--- src/rtl/alu_pkg.sv ---
// Shared ALUop encoding, MIPS opcode/funct constants and the decoded-bundle
// type used by the issue stage and its decoder.
package alu_pkg;

  localparam int HAZ_SRC_N = 3;
  localparam int HAZ_W     = 6;  // {valid&we, dest[4:0]}

  localparam logic [3:0] ALU_ADD  = 4'b0000;
  localparam logic [3:0] ALU_SUB  = 4'b0001;
  localparam logic [3:0] ALU_SLT  = 4'b0010;
  localparam logic [3:0] ALU_SLTU = 4'b0011;
  localparam logic [3:0] ALU_AND  = 4'b0100;
  localparam logic [3:0] ALU_OR   = 4'b0101;
  localparam logic [3:0] ALU_XOR  = 4'b0110;
  localparam logic [3:0] ALU_NOR  = 4'b0111;
  localparam logic [3:0] ALU_SLL  = 4'b1000;
  localparam logic [3:0] ALU_SRL  = 4'b1001;
  localparam logic [3:0] ALU_SRA  = 4'b1010;
  localparam logic [3:0] ALU_LUI  = 4'b1011;

  localparam logic [5:0] OP_SPECIAL = 6'h00;
  localparam logic [5:0] OP_ADDI    = 6'h08;
  localparam logic [5:0] OP_ADDIU   = 6'h09;
  localparam logic [5:0] OP_SLTI    = 6'h0a;
  localparam logic [5:0] OP_SLTIU   = 6'h0b;
  localparam logic [5:0] OP_ANDI    = 6'h0c;
  localparam logic [5:0] OP_ORI     = 6'h0d;
  localparam logic [5:0] OP_XORI    = 6'h0e;
  localparam logic [5:0] OP_LUI     = 6'h0f;

  localparam logic [5:0] FN_SLL  = 6'h00;
  localparam logic [5:0] FN_SRL  = 6'h02;
  localparam logic [5:0] FN_SRA  = 6'h03;
  localparam logic [5:0] FN_ADD  = 6'h20;
  localparam logic [5:0] FN_ADDU = 6'h21;
  localparam logic [5:0] FN_SUB  = 6'h22;
  localparam logic [5:0] FN_SUBU = 6'h23;
  localparam logic [5:0] FN_AND  = 6'h24;
  localparam logic [5:0] FN_OR   = 6'h25;
  localparam logic [5:0] FN_XOR  = 6'h26;
  localparam logic [5:0] FN_NOR  = 6'h27;
  localparam logic [5:0] FN_SLT  = 6'h2a;
  localparam logic [5:0] FN_SLTU = 6'h2b;

  typedef enum logic [1:0] {SRC1_RS, SRC1_SHAMT, SRC1_ZERO} src1_sel_e;
  typedef enum logic [1:0] {SRC2_RT, SRC2_SEXT, SRC2_ZEXT, SRC2_ZERO} src2_sel_e;

  typedef struct packed {
    logic [3:0] alu_op;
    src1_sel_e  src1_sel;
    src2_sel_e  src2_sel;
    logic [4:0] dest;
    logic       gr_we;
    logic       ov_trap_en;
    logic       ri;
    logic       use_rs;
    logic       use_rt;
  } dec_t;

endpackage

--- src/rtl/alu_issue_decode.sv ---
// Combinational decoder for the MIPS integer ALU subset: instruction fields
// to ALUop, operand selects, destination and hazard source-use flags.
module alu_issue_decode
  import alu_pkg::*;
(
  input  logic [5:0] opcode,
  input  logic [5:0] funct,
  input  logic [4:0] rt,
  input  logic [4:0] rd,
  output dec_t       dec
);

  always_comb begin
    // Anything not matched below is issued as a reserved instruction.
    dec            = '0;
    dec.alu_op     = ALU_ADD;
    dec.src1_sel   = SRC1_ZERO;
    dec.src2_sel   = SRC2_ZERO;
    dec.ri         = 1'b1;

    if (opcode == OP_SPECIAL) begin
      dec.ri       = 1'b0;
      dec.gr_we    = 1'b1;
      dec.dest     = rd;
      dec.src1_sel = SRC1_RS;
      dec.src2_sel = SRC2_RT;
      dec.use_rs   = 1'b1;
      dec.use_rt   = 1'b1;
      case (funct)
        FN_ADD:  begin dec.alu_op = ALU_ADD; dec.ov_trap_en = 1'b1; end
        FN_ADDU: dec.alu_op = ALU_ADD;
        FN_SUB:  begin dec.alu_op = ALU_SUB; dec.ov_trap_en = 1'b1; end
        FN_SUBU: dec.alu_op = ALU_SUB;
        FN_SLT:  dec.alu_op = ALU_SLT;
        FN_SLTU: dec.alu_op = ALU_SLTU;
        FN_AND:  dec.alu_op = ALU_AND;
        FN_OR:   dec.alu_op = ALU_OR;
        FN_XOR:  dec.alu_op = ALU_XOR;
        FN_NOR:  dec.alu_op = ALU_NOR;
        FN_SLL, FN_SRL, FN_SRA: begin
          dec.alu_op   = (funct == FN_SLL) ? ALU_SLL :
                         (funct == FN_SRL) ? ALU_SRL : ALU_SRA;
          dec.src1_sel = SRC1_SHAMT;
          dec.use_rs   = 1'b0;
        end
        default: begin
          dec          = '0;
          dec.alu_op   = ALU_ADD;
          dec.src1_sel = SRC1_ZERO;
          dec.src2_sel = SRC2_ZERO;
          dec.ri       = 1'b1;
        end
      endcase
    end else begin
      case (opcode)
        OP_ADDI, OP_ADDIU, OP_SLTI, OP_SLTIU,
        OP_ANDI, OP_ORI, OP_XORI, OP_LUI: begin
          dec.ri       = 1'b0;
          dec.gr_we    = 1'b1;
          dec.dest     = rt;
          dec.src1_sel = SRC1_RS;
          dec.use_rs   = 1'b1;
          dec.src2_sel = SRC2_SEXT;
        end
        default: ;
      endcase
      case (opcode)
        OP_ADDI:  begin dec.alu_op = ALU_ADD; dec.ov_trap_en = 1'b1; end
        OP_ADDIU: dec.alu_op = ALU_ADD;
        OP_SLTI:  dec.alu_op = ALU_SLT;
        OP_SLTIU: dec.alu_op = ALU_SLTU;
        OP_ANDI:  begin dec.alu_op = ALU_AND; dec.src2_sel = SRC2_ZEXT; end
        OP_ORI:   begin dec.alu_op = ALU_OR;  dec.src2_sel = SRC2_ZEXT; end
        OP_XORI:  begin dec.alu_op = ALU_XOR; dec.src2_sel = SRC2_ZEXT; end
        OP_LUI: begin
          // The ALU forms imm<<16 itself, so A is forced to zero.
          dec.alu_op   = ALU_LUI;
          dec.src2_sel = SRC2_ZEXT;
          dec.src1_sel = SRC1_ZERO;
          dec.use_rs   = 1'b0;
        end
        default: ;
      endcase
    end
  end

endmodule

--- src/rtl/alu_issue_stage.sv ---
// Decode/issue stage: latches fetch output, reads the register file, stalls
// on RAW hazards against downstream stages and presents the ALU bundle.
module alu_issue_stage
  import alu_pkg::*;
#(
  parameter int DATA_WIDTH = 32,
  parameter int REG_ADDR_W = 5
) (
  input  logic                  clk,
  input  logic                  resetn,
  input  logic                  fs_to_ds_valid,
  input  logic [31:0]           fs_inst,
  input  logic [31:0]           fs_pc,
  output logic                  ds_allowin,
  input  logic                  ds_flush,
  output logic [REG_ADDR_W-1:0] rf_raddr1,
  output logic [REG_ADDR_W-1:0] rf_raddr2,
  input  logic [DATA_WIDTH-1:0] rf_rdata1,
  input  logic [DATA_WIDTH-1:0] rf_rdata2,
  input  logic [REG_ADDR_W:0]   es_valid_we_dest,
  input  logic [REG_ADDR_W:0]   ms_valid_we_dest,
  input  logic [REG_ADDR_W:0]   ws_valid_we_dest,
  input  logic                  es_allowin,
  output logic                  ds_to_es_valid,
  output logic [3:0]            es_alu_op,
  output logic [DATA_WIDTH-1:0] es_alu_src1,
  output logic [DATA_WIDTH-1:0] es_alu_src2,
  output logic [REG_ADDR_W-1:0] es_dest,
  output logic                  es_gr_we,
  output logic                  es_ov_trap_en,
  output logic                  es_ri,
  output logic [31:0]           es_pc
);

  logic        ds_valid_reg;
  logic [31:0] inst_reg;
  logic [31:0] pc_reg;
  logic        ds_ready_go;
  logic        stall;
  dec_t        dec;

  logic [REG_ADDR_W-1:0] rs;
  logic [REG_ADDR_W-1:0] rt;
  logic [15:0]           imm;
  logic [4:0]            shamt;

  assign rs    = inst_reg[25:21];
  assign rt    = inst_reg[20:16];
  assign imm   = inst_reg[15:0];
  assign shamt = inst_reg[10:6];

  alu_issue_decode u_decode (
    .opcode (inst_reg[31:26]),
    .funct  (inst_reg[5:0]),
    .rt     (inst_reg[20:16]),
    .rd     (inst_reg[15:11]),
    .dec    (dec)
  );

  // RAW hazard: compare each used source against every in-flight writer.
  logic [REG_ADDR_W:0]  haz_bus [HAZ_SRC_N];
  logic [HAZ_SRC_N-1:0] hit_rs;
  logic [HAZ_SRC_N-1:0] hit_rt;

  assign haz_bus[0] = es_valid_we_dest;
  assign haz_bus[1] = ms_valid_we_dest;
  assign haz_bus[2] = ws_valid_we_dest;

  generate
    for (genvar gi = 0; gi < HAZ_SRC_N; gi++) begin : g_haz
      assign hit_rs[gi] = haz_bus[gi][REG_ADDR_W] && (rs != '0) &&
                          (haz_bus[gi][REG_ADDR_W-1:0] == rs);
      assign hit_rt[gi] = haz_bus[gi][REG_ADDR_W] && (rt != '0) &&
                          (haz_bus[gi][REG_ADDR_W-1:0] == rt);
    end
  endgenerate

  assign stall          = ds_valid_reg & ((dec.use_rs & (|hit_rs)) |
                                          (dec.use_rt & (|hit_rt)));
  assign ds_ready_go    = ~stall;
  assign ds_allowin     = ~ds_valid_reg | (ds_ready_go & es_allowin);
  assign ds_to_es_valid = ds_valid_reg & ds_ready_go;

  always_ff @(posedge clk or negedge resetn) begin
    if (!resetn) begin
      ds_valid_reg <= 1'b0;
      inst_reg     <= '0;
      pc_reg       <= '0;
    end else begin
      if (ds_flush) begin
        ds_valid_reg <= 1'b0;
      end else if (ds_allowin) begin
        ds_valid_reg <= fs_to_ds_valid;
      end
      if (fs_to_ds_valid && ds_allowin && !ds_flush) begin
        inst_reg <= fs_inst;
        pc_reg   <= fs_pc;
      end
    end
  end

  assign rf_raddr1 = rs;
  assign rf_raddr2 = rt;

  always_comb begin
    es_alu_src1 = '0;
    case (dec.src1_sel)
      SRC1_RS:    es_alu_src1 = rf_rdata1;
      SRC1_SHAMT: es_alu_src1 = {{(DATA_WIDTH-5){1'b0}}, shamt};
      default:    es_alu_src1 = '0;
    endcase
  end

  always_comb begin
    es_alu_src2 = '0;
    case (dec.src2_sel)
      SRC2_RT:   es_alu_src2 = rf_rdata2;
      SRC2_SEXT: es_alu_src2 = {{(DATA_WIDTH-16){imm[15]}}, imm};
      SRC2_ZEXT: es_alu_src2 = {{(DATA_WIDTH-16){1'b0}}, imm};
      default:   es_alu_src2 = '0;
    endcase
  end

  assign es_alu_op     = dec.alu_op;
  assign es_dest       = dec.dest;
  assign es_gr_we      = dec.gr_we;
  assign es_ov_trap_en = dec.ov_trap_en;
  assign es_ri         = dec.ri;
  assign es_pc         = pc_reg;

endmodule
--- config.mk ---
export PLATFORM = sky130hd
export DESIGN_NAME = alu_issue_stage
export DESIGN_NICKNAME = d
export VERILOG_FILES = /design/src/rtl/alu_pkg.sv /design/src/rtl/alu_issue_decode.sv /design/src/rtl/alu_issue_stage.sv
export SDC_FILE = /design/constraint.sdc
export NUM_CORES = 1
export LEC_CHECK = 0
export BUFFER_PORTS_ARGS = -buffer_cell sky130_fd_sc_hd__buf_4
export CAP_MARGIN = 15
export CORE_AREA = 2 2 104 106
export CTS_CLUSTER_DIAMETER = 30
export CTS_CLUSTER_SIZE = 40
export DETAILED_ROUTE_END_ITERATION = 10
export DIE_AREA = 0 0 106 108
export GPL_ROUTABILITY_DRIVEN = 0
export PLACE_DENSITY_LB_ADDON = 0.05
export SYNTH_ARGS = -nofsm -noshare
export SYNTH_HDL_FRONTEND = slang
export SYNTH_HIERARCHICAL = 1
export SYNTH_SLANG_ARGS = --single-unit
--- constraint.sdc ---
create_clock -name clk -period 3.78 [get_ports clk]
set_input_delay 0.567 -clock clk [delete_from_list [all_inputs] [get_ports clk]]
set_output_delay 0.567 -clock clk [all_outputs]
set_load 0.05 [all_outputs]
Yosys cells after proc, flatten, opt, wreduce, memory -nomap -nowiden --
Index checks and enable logic that the tools add are counted.
Storage, ports and cells: memory bits (read-only) 0, latch bits 0, bits in writable memories 0, register bits after elaboration 65, memories kept 0, input bits 151
Cells by class: equal/unequal tests 29, muxes and demuxes 22, reductions and logical operators 31, magnitude comparators 0, $add $sub $neg 0, bitwise gates (word level) 9, shift operators 0, $mul 0, div/mod/pow operators 0
Operators with widths (count):
- $pmux 32 s3 | 1
- $pmux 32 s2 | 1
- $eq 6x6->1 const B | 10
- $eq 6x4->1 const B | 8
- $pmux 4 s8 | 1
- $eq 5x5->1 | 6
- $pmux 4 s6 | 1
- $mux 17 | 1
- $logic_and 1x1->1 | 14
- $reduce_or 13->1 | 1
- $eq 6x2->1 const B | 2
- $logic_not 6->1 | 2
- $mux 10 | 1
- $reduce_bool 5->1 | 2
- $reduce_or 10->1 | 1
- $mux 1 | 9
- $reduce_or 3->1 | 3
- $mux 2 | 4
- $mux 8 | 1
- $reduce_or 8->1 | 1
- $and 1x1->1 | 5
- $eq 2x1->1 const B | 2
- $logic_not 2->1 | 2
- $mux 4 | 1
- 8 further kinds | 11

Longest topological paths before layout --
Gate-level depths: netlist of the first run.
word-level depth 13, mapped depth 12, depth with buffers taken out 9

By module --
Netlist of the first run, hierarchy kept.
By module, submodules not included:
- alu_issue_stage | cells an instance 320, area an instance 3658.5 sq um, instances 1
- alu_issue_decode | cells an instance 55, area an instance 352.8 sq um, instances 1

Worst setup path after synthesis of the first run --
Ideal clock, no wire load.
path kind reg2out, start reg inst_reg[31], end out es_alu_src2[10], required time 3.213 ns, buffers on the path 3, cell stages (with the launch flop) 10, setup slack -0.322 ns, arrival time 3.535 ns, cell sequence dfrtp_1 -> or4_4 -> or4_4 -> a21oi_2 -> buf_6 -> a21oi_1 -> clkbuf_1 -> buf_1 -> mux2i_1 -> o21ai_0
RTL lines:
- start: declaration | RTL line alu_issue_stage.sv:36 | logic [31:0] inst_reg;
- start signal: assignment | RTL line alu_issue_stage.sv:96 | inst_reg <= fs_inst;
- end: declaration | RTL line alu_issue_stage.sv:27 | output logic [DATA_WIDTH-1:0] es_alu_src2,

==> results of run 1 <==
## critical path, cell delays in order, from the launching register on
cell,delay (ns)
dfrtp_1,0.41
or4_4,0.56
or4_4,0.47
a21oi_4,0.18
a21oi_2,0.15
buf_4,0.26
mux2i_1,0.12
o21ai_0,0.26
buf_4,0.26
## cells in the final DEF, fill, tap and decap left out, types with 2 or more instances in the layout
cell	netlist	layout
a21o_1	16	16
nand2b_1	2	2
xnor2_1	6	6
xor2_1	24	24
nor2b_1	2	2
a21oi_1	6	4
nand2_1	23	23
inv_1	8	8
mux2_1	60	60
mux2i_1	21	21
a31oi_1	3	3
o211ai_1	2	2
a21oi_2	1	2
buf_4	10	278
nand3_1	8	8
o21ai_0	22	12
nor4_1	6	6
clkinvlp_4	0	3
nor3_1	3	3
and2_1	28	28
o21ai_1	1	11
nor2_1	11	11
or4_1	2	2
mux2_2	4	4
o21a_1	2	2
a22o_2	5	5
dfrtp_1	65	65
clkbuf_8	0	9
or4_4	2	2
## routing by layer
metal	part of all wire	vias to the layer above	wire, um	global-route usage
met3	0.081	12	1020	0.0681
li1	-	1830	-	-
met1	0.40	1831	4970	0.250
met4	0.012	0	151	0.0498
met2	0.51	156	6430	0.364
met5	0	-	0	0
## stage by stage
step           total power (uW)  setup slack [ns]  cell area, um2   util
2_1_floorplan              1780            0.0270            4010      -
3_3_place_gp               2200             0.597            6100  0.596
3_5_place_dp               2220             0.537            6100  0.596
4_1_cts                    2820             0.147            6300  0.616
5_1_grt                    2940            0.0314            6310  0.617
6_report                   2800             0.199            6310  0.617
## path summary, 6_finish.rpt
path | startpoint | end | depth (start not counted)
min reg2reg | es_pc[3]$_DFFE_PN0P_ | es_pc[3]$_DFFE_PN0P_ | 1
max | inst_reg[31]$_DFFE_PN0P_ | es_alu_src2[0] | 8
max in group asynchronous | resetn | inst_reg[10]$_DFFE_PN0P_ | 1
max reg2reg | inst_reg[22]$_DFFE_PN0P_ | es_pc[19]$_DFFE_PN0P_ | 7
min | resetn | es_pc[26]$_DFFE_PN0P_ | 1
min in group clk | ds_flush | ds_valid_reg$_DFFE_PN0P_ | 2
## kinds of logic (layout without fill, tap and decap cells)
group / count (synthesis) / count (layout)
XOR/XNOR: 30 / 30
flip-flops: 65 / 65
multiplexers: 85 / 85
AND/OR/NAND/NOR: 92 / 92
AO/OA/AOI/OAI: 64 / 64
buffers and inverters: 39 / 304
## power groups by stage
stage	Clock [uW]	Sequential, uW	Combinational (uW)
final	593	956	1250
after global routing	649	976	1320
after CTS	613	956	1260
after detailed placement	0	969	1250
after global placement	0	964	1240
after floorplan	0	1130	653
## area by class of cell
| type | instances | share of cell area |
|---|---|---|
| multi-input combinational | 271 | 0.343 |
| timing repair buffer | 280 | 0.335 |
| sequential | 65 | 0.258 |
| tap | 136 | 0.0269 |
| clock buffer | 9 | 0.0196 |
| clock inverter | 7 | 0.0123 |
| inverter | 8 | 0.00476 |
==> impl_metrics.tcl, run 1 <==
set metrics [dict create \
    outcome "finished, final reports clean" \
    synth-seq-cells 65 \
    syn_nets 526 \
    period_share 0.947 \
    fin_crit_ns 3.58 \
    multi_input_area_mm2 0.00217 \
    pwr-share-comb 0.447 \
    regArea_mm2 0.00163 \
    crit_fanout 11 \
    synthCells 375 \
    clkTransAtPathRegs_ns 0.08 \
    die-area_mm2 0.0114 \
    numPlacedInstances 760 \
    die_w_um 106 \
    postCtsSetupBuffers 0 \
    synth.most_common_cell "dfrtp_1" \
    hold_path_class "input port to asynchronous set/reset pin" \
    yosys.area_share.adder 0 \
    slew_headroom 0.360 \
    worst_ir_drop_vdd_uv 350 \
    drt_wl_total_mm 12.6 \
    antenna_found_initial 0 \
    ys_top_cells_by_area "dfrtp_1 41%, mux2_1 17%, mux2i_1 5.2%, xor2_1 5.2%, and2_1 4.4%" \
    worstSetupPathType "flip-flop to output pin" \
    switchingPower_uw 1210 \
    grt_pass1_vias 3805 \
    grt_max_degree 66 \
    internal-power_uw 1590 \
    die_h_um 108 \
    synth.distinct_cells 40 \
    async_flop_share 1.00 \
    crit_arrival_ns 3.01 \
    drtAntennaViolNets 0 \
    yosys_warnings 6 \
    io_buffers 270 \
    leakage_uw 0.00327 \
    grt_util_all_layers 0.208 \
    end_kind "output pin" \
    syn_area_mm2 0.00401 \
    viasPerCell 4.93 \
    switching_share 0.433 \
    cts.sinks 65 \
    yosysSeqAreaShare 0.405 \
    drv_cap 0 \
    tns_ns 0 \
    drc_errors 0 \
    synth_simple_gate_area_frac 0.127 \
    synthFlopType "dfrtp_1" \
    row_count 37 \
    first_iter_violations 171 \
    synth-xor-area-share 0.0655 \
    clkLatencyLatePin_ns 0.33 \
    wl_per_cell_um 16.2 \
    dr.pass1.iters 4 \
    avgSynthCellArea_um2 10.7 \
    dp_hpwl_mm 10.0 \
    worstMarginPinSlew_ns 0.960 \
    grt_first_pass_wirelength_mm 19.0 \
    startpoint_type "flip-flop" \
    cts_tree "built" \
    diodes 0 \
    synth_top_cell_by_area "dfrtp_1" \
    setup_viol 0 \
    cts.htree.levels 3 \
    area_growth_pct 57.4 \
    cts_hold_buf 0 \
    p_seq_frac 0.341 \
    layout.cells.non_filler 776 \
    synth_compound_area_frac 0.111 \
    num-nets-final 786 \
    fmax_ghz 0.279 \
    numCtsBuffers 9 \
    pin_count 271 \
    synthTopCellsByCount "65 x dfrtp_1, 60 x mux2_1, 28 x and2_1" \
    power_density_mw_per_mm2 443 \
    clkPwrFrac 0.212 \
    vias 3829 \
    coreArea_mm2 0.0102 \
    r2r_slack_ns 0.61 \
    num-fill-cells 890 \
    finClkSkew_ns 0.0115 \
    drive_gt1_frac 0.494 \
    cts.path.max_buffers 2 \
    ctsResizeCount 0 \
    globalRouteOverflowTotal 0 \
    required_ns 3.21 \
    synth_edf_count 0 \
    initial_core_util 0.392 \
    cts-root-buf "clkbuf_8" \
    rsz0062_at_grt "no" \
    drv_slew 0 \
    synth_top_family_by_area "multiplexers" \
    muxShareOfSynthArea 0.232 \
    synth.top_cell.area_share 0.405 \
    hold_violations 0 \
    timing.hold.ws_ns 0.320 \
]
Note: power is estimated with default switching activity, not from simulation.
==> run 2: changes to the inputs <==
==> constraint.sdc (replaced) <==
create_clock -name clk -period 3.78 [get_ports clk]
set_input_delay 0.378 -clock clk [delete_from_list [all_inputs] [get_ports clk]]
set_output_delay 0.378 -clock clk [all_outputs]
set_load 0.1 [all_outputs]
==> run 2 against run 1 <==
- count of clock-buffer cells in the layout is 4 higher
- sequential share of layout area down 0.52 points
- sequential power is essentially flat
- design area is 2.0% higher
- first-iteration DRC count is 6.4% lower
- worst hold slack worse by 0.19 ns
- register-to-register slack gained 0.16 ns
- non-clock buffer count is 1 lower
- clock skew down 0.0029 ns
- core utilization is 1.3 points higher
- via count grew 0.84%
- critical endpoint is now es_alu_src2[18]
- cell count decreased by 0.26%
==> impl_metrics.tcl, run 2 (synthesis gave the netlist of run 1 again) <==
set metrics [dict create \
    globalRouteOverflowTotal 0 \
    dr.pass1.iters 6 \
    cts_hold_buf 0 \
    num-fill-cells 901 \
    power_density_mw_per_mm2 538 \
    postLayoutCellArea_mm2 0.00644 \
    numPlacedInstances 759 \
    finClkSkew_ns 0.00859 \
    worstSetupPathType "flip-flop to output pin" \
    fin_util 0.630 \
    setup_ws_ns 0.221 \
    grt_max_degree 66 \
    numCtsBuffers 9 \
    required_ns 3.40 \
    crit_fanout 18 \
    leakage_uw 0.00333 \
    drv_cap 0 \
    clkLatencyLatePin_ns 0.34 \
    grt_first_pass_wirelength_mm 20.2 \
    wl_per_cell_um 16.9 \
    drc_errors 0 \
    cts.path.max_buffers 2 \
    tns_ns 0 \
    drv_slew 0 \
    layout_common_cells "262 x buf_4, 65 x dfrtp_1, 60 x mux2_1" \
    die-area_mm2 0.0114 \
    initial_core_util 0.392 \
    drive_gt1_frac 0.519 \
    drt_wl_total_mm 13.1 \
    io_buffers 270 \
    die_w_um 106 \
    worstMarginPinSlew_ns 0.820 \
    hold_path_class "input port to asynchronous set/reset pin" \
    postCtsSetupBuffers 0 \
    num-nets-final 785 \
    viasPerCell 4.99 \
    cts.htree.levels 3 \
    worst_ir_drop_vdd_uv 460 \
    first_iter_violations 160 \
    grt_util_all_layers 0.226 \
    fin_crit_ns 3.56 \
    placed_area_mm2 0.00615 \
    vias 3861 \
    coreArea_mm2 0.0102 \
    grt_pass1_vias 3945 \
    period_share 0.941 \
    cts-root-buf "clkbuf_8" \
    end_kind "output pin" \
    cts.sinks 65 \
    startpoint_type "flip-flop" \
    antenna_found_initial 0 \
    die_h_um 108 \
    diodes 0 \
    hold_violations 0 \
    dp_hpwl_mm 10.4 \
    cts_tree "built" \
    pin_count 271 \
    row_count 37 \
    crit_arrival_ns 3.18 \
    outcome "finished, final reports clean" \
    drtAntennaViolNets 0 \
    fmax_ghz 0.281 \
    rsz0062_at_grt "no" \
    clkTransAtPathRegs_ns 0.07 \
    area_growth_pct 60.6 \
    layout.cells.non_filler 774 \
    layout_commonest_cell "buf_4" \
    dp_slack_ns 0.253 \
    setup_viol 0 \
    slew_headroom 0.454 \
]
==> run 2: cell count changes in the layout (fill, tap and decap cells not counted), moves of 3 or more <==
cell	before	now
buf_4	278	262
buf_6	1	17
clkbuf_8	9	12
clkinvlp_4	3	0
o21ai_0	12	5
o21ai_1	11	2
o21ai_2	0	16
==> run 2: metrics by stage <==
step / hold slack, ns / power (uW)
after floorplan: 0.0824 / 2350
after global placement: 0.470 / 2780
after detailed placement: 0.476 / 2800
after CTS: 0.150 / 3490
after global routing: 0.162 / 3610
final: 0.134 / 3470
==> run 2: routing by layer <==
layer,vias to the layer above,GRT usage,wire length (um)
met5,-,0,0
met4,0,0.0677,221
met3,14,0.0759,1010
met2,156,0.406,6920
met1,1861,0.254,4960
li1,1830,-,-
==> run 2: worst max-delay path, stage by stage (launching register included) <==
cell     delay (ns)
dfrtp_1        0.45
or4_4          0.52
or4_4          0.47
a21oi_2        0.16
buf_4          0.20
a21oi_2        0.05
buf_4          0.26
nor2_1         0.13
buf_4          0.21
a21o_1         0.16
buf_6          0.22
==> run 2: path summary, 6_finish.rpt <==
path / end / slack, ns / cells past startpoint / startpoint
min in group clk: ds_valid_reg$_DFFE_PN0P_ / 0.19 / 2 / ds_flush
setup / recovery: es_alu_src2[18] / 0.22 / 10 / inst_reg[27]$_DFFE_PN0P_
max in group asynchronous: inst_reg[15]$_DFFE_PN0P_ / 3.11 / 1 / resetn
hold / removal: es_pc[29]$_DFFE_PN0P_ / 0.13 / 1 / resetn
hold reg to reg: es_pc[5]$_DFFE_PN0P_ / 0.49 / 1 / es_pc[5]$_DFFE_PN0P_
setup reg to reg: es_pc[18]$_DFFE_PN0P_ / 0.77 / 8 / inst_reg[27]$_DFFE_PN0P_
==> run 2: where the power goes <==
group / switching (uW) / leakage [uW] / internal (uW)
logic: 1350 / 0.00245 / 478
clock network: 260 / 0.000116 / 423
registers: 145 / 0.000764 / 812
total: 1760 / 0.00333 / 1710
==> run 2: repair_timing <==
| action | 4_1_cts | 5_1_grt |
|---|---|---|
| hold endpoints to repair | 0 | 0 |
| cloned | 0 | 0 |
| resized for setup | 1 | 17 |
| endpoints found under the setup margin | 16 | 17 |
==> run 2: area by class of cell <==
class                   count  area (um2)  area share
clock buffers              13         169      0.0262
flip-flops and latches     65        1630       0.252
clock inverters             2        60.1     0.00932
repair buffers            279        2160       0.335
multi-input cells         271        2230       0.346
well taps                 136         170      0.0264
inverters                   8        30.0     0.00466
==> run 3: changes to the inputs <==
--- a/config.mk
+++ b/config.mk
@@ -14,6 +14,7 @@
 export DIE_AREA = 0 0 106 108
 export GPL_ROUTABILITY_DRIVEN = 0
 export PLACE_DENSITY_LB_ADDON = 0.05
+export RECOVER_POWER = 50
 export SYNTH_ARGS = -nofsm -noshare
 export SYNTH_HDL_FRONTEND = slang
 export SYNTH_HIERARCHICAL = 1
==> run 3 against run 2 <==
- the run now ends with max-capacitance violations, max-slew violations left
- sequential share of layout area is 0.72 points higher
- core utilization is 1.7 points lower
- global-route usage stayed put
- first-iteration DRC count is 26% higher
- design area is 2.8% lower
- critical endpoint unchanged
- highest routed layer unchanged
==> impl_metrics.tcl, run 3 (synthesis gave the netlist of run 1 again) <==
set metrics [dict create \
    vias 3851 \
    finClkSkew_ns 0.00685 \
    grt_util_all_layers 0.226 \
    layout_commonest_cell "buf_4" \
    drv_slew 66 \
    drv_cap 1 \
    die_w_um 106 \
    setup_ws_ns 0.217 \
    drive_gt1_frac 0.447 \
    antenna_found_initial 0 \
    globalRouteOverflowTotal 0 \
    num-nets-final 785 \
    hold_path_class "input port to flip-flop" \
    pin_count 271 \
    power_density_mw_per_mm2 542 \
    dp_hpwl_mm 10.4 \
    cts_hold_buf 0 \
    worstMarginPinSlew_ns 1.61 \
    drc_errors 0 \
    end_kind "output pin" \
    grt_first_pass_wirelength_mm 20.2 \
    slew_headroom -0.0736 \
    leakage_uw 0.00316 \
    die_h_um 108 \
    setup_viol 0 \
    fin_crit_ns 3.56 \
    fin_util 0.612 \
    io_buffers 270 \
    cts.htree.levels 3 \
    period_share 0.942 \
    cts_tree "built" \
    clkPwrFrac 0.200 \
    crit_arrival_ns 3.18 \
    die-area_mm2 0.0114 \
    hold_violations 0 \
    switchingPower_uw 1750 \
    clkLatencyLatePin_ns 0.34 \
    pwr-share-comb 0.518 \
    coreArea_mm2 0.0102 \
    row_count 37 \
    power_uw 3390 \
    fmax_ghz 0.281 \
    dr.pass1.iters 6 \
    grt_max_degree 66 \
    num-fill-cells 947 \
    tns_ns 0 \
    cts-root-buf "clkbuf_8" \
    internal-power_uw 1640 \
    diodes 0 \
    worstSetupPathType "flip-flop to output pin" \
    drtAntennaViolNets 0 \
    grt_pass1_vias 3945 \
    rsz0062_at_grt "no" \
    crit_fanout 18 \
    p_seq_frac 0.281 \
    cts.path.max_buffers 2 \
    outcome "finished, violations left" \
    drt_wl_total_mm 13.1 \
    failed_checks "max-capacitance violations, max-slew violations" \
    dp_slack_ns 0.253 \
    clkTransAtPathRegs_ns 0.07 \
    switching_share 0.516 \
    numCtsBuffers 9 \
    viasPerCell 4.98 \
    first_iter_violations 201 \
    area_growth_pct 56.2 \
    postCtsSetupBuffers 0 \
    wl_per_cell_um 16.9 \
    initial_core_util 0.392 \
    required_ns 3.40 \
    cts.sinks 65 \
    startpoint_type "flip-flop" \
    worst_ir_drop_vdd_uv 450 \
    layout_common_cells "214 x buf_4, 65 x dfrtp_1, 60 x mux2_1" \
]
## run 3: per-stage QoR
stage	hold WS (ns)	std cells	area, um2
after floorplan	0.0824	375	4080
after global placement	0.470	759	6150
after detailed placement	0.476	759	6150
after CTS	0.150	774	6380
after global routing	0.162	774	6270
final	0.188	774	6270
## run 3: what timing repair did
item | CTS | global route
endpoints found under the setup margin | 16 | 17
resized for setup | 1 | 17
endpoints found under the hold margin | 0 | 0
## run 3: critical path, stage by stage, from the launching register on
cell and delay (ns):
dfrtp_1 0.45, or4_4 0.52, or4_4 0.47, a21oi_2 0.16, buf_4 0.21, a21oi_2 0.05
buf_4 0.26, nor2_1 0.13, buf_4 0.21, a21o_1 0.16, buf_6 0.22
## run 3: routing by layer
metal	up-vias	global-route usage	part of all wire
li1	1827	-	-
met5	-	0	0
met1	1859	0.254	0.38
met3	14	0.0759	0.072
met2	151	0.406	0.53
met4	0	0.0677	0.017
## run 3: layout make-up
type	instances	area (um2)	area share
clock buffer	13	169	0.0270
clock inverter	2	60.1	0.00958
inverter	8	30.0	0.00479
multi-input combinational	271	2230	0.356
sequential	65	1630	0.260
tap	136	170	0.0272
timing repair buffer	279	1980	0.316
## run 3: final timing paths
path                                          startpoint                        to  slack [ns]  depth (start not counted)
worst max-delay path            inst_reg[27]$_DFFE_PN0P_           es_alu_src2[18]        0.22                         10
worst min-delay path                            ds_flush  ds_valid_reg$_DFFE_PN0P_        0.19                          2
worst max register to register  inst_reg[27]$_DFFE_PN0P_     es_pc[26]$_DFFE_PN0P_        0.67                          8
worst min register to register      es_pc[5]$_DFFE_PN0P_      es_pc[5]$_DFFE_PN0P_        0.48                          1
max in group asynchronous                         resetn  inst_reg[15]$_DFFE_PN0P_        2.38                          1
min in group asynchronous                         resetn     es_pc[29]$_DFFE_PN0P_        0.44                          1
## run 3: power groups by stage
stage               registers [uW]  clock network [uW]  logic [uW]
floorplan                     1350                   0        1000
detailed placement             971                   0        1830
finish                         955                 680        1760
global route                   977                 734        1830
global placement               965                   0        1810
CTS                            959                 705        1830
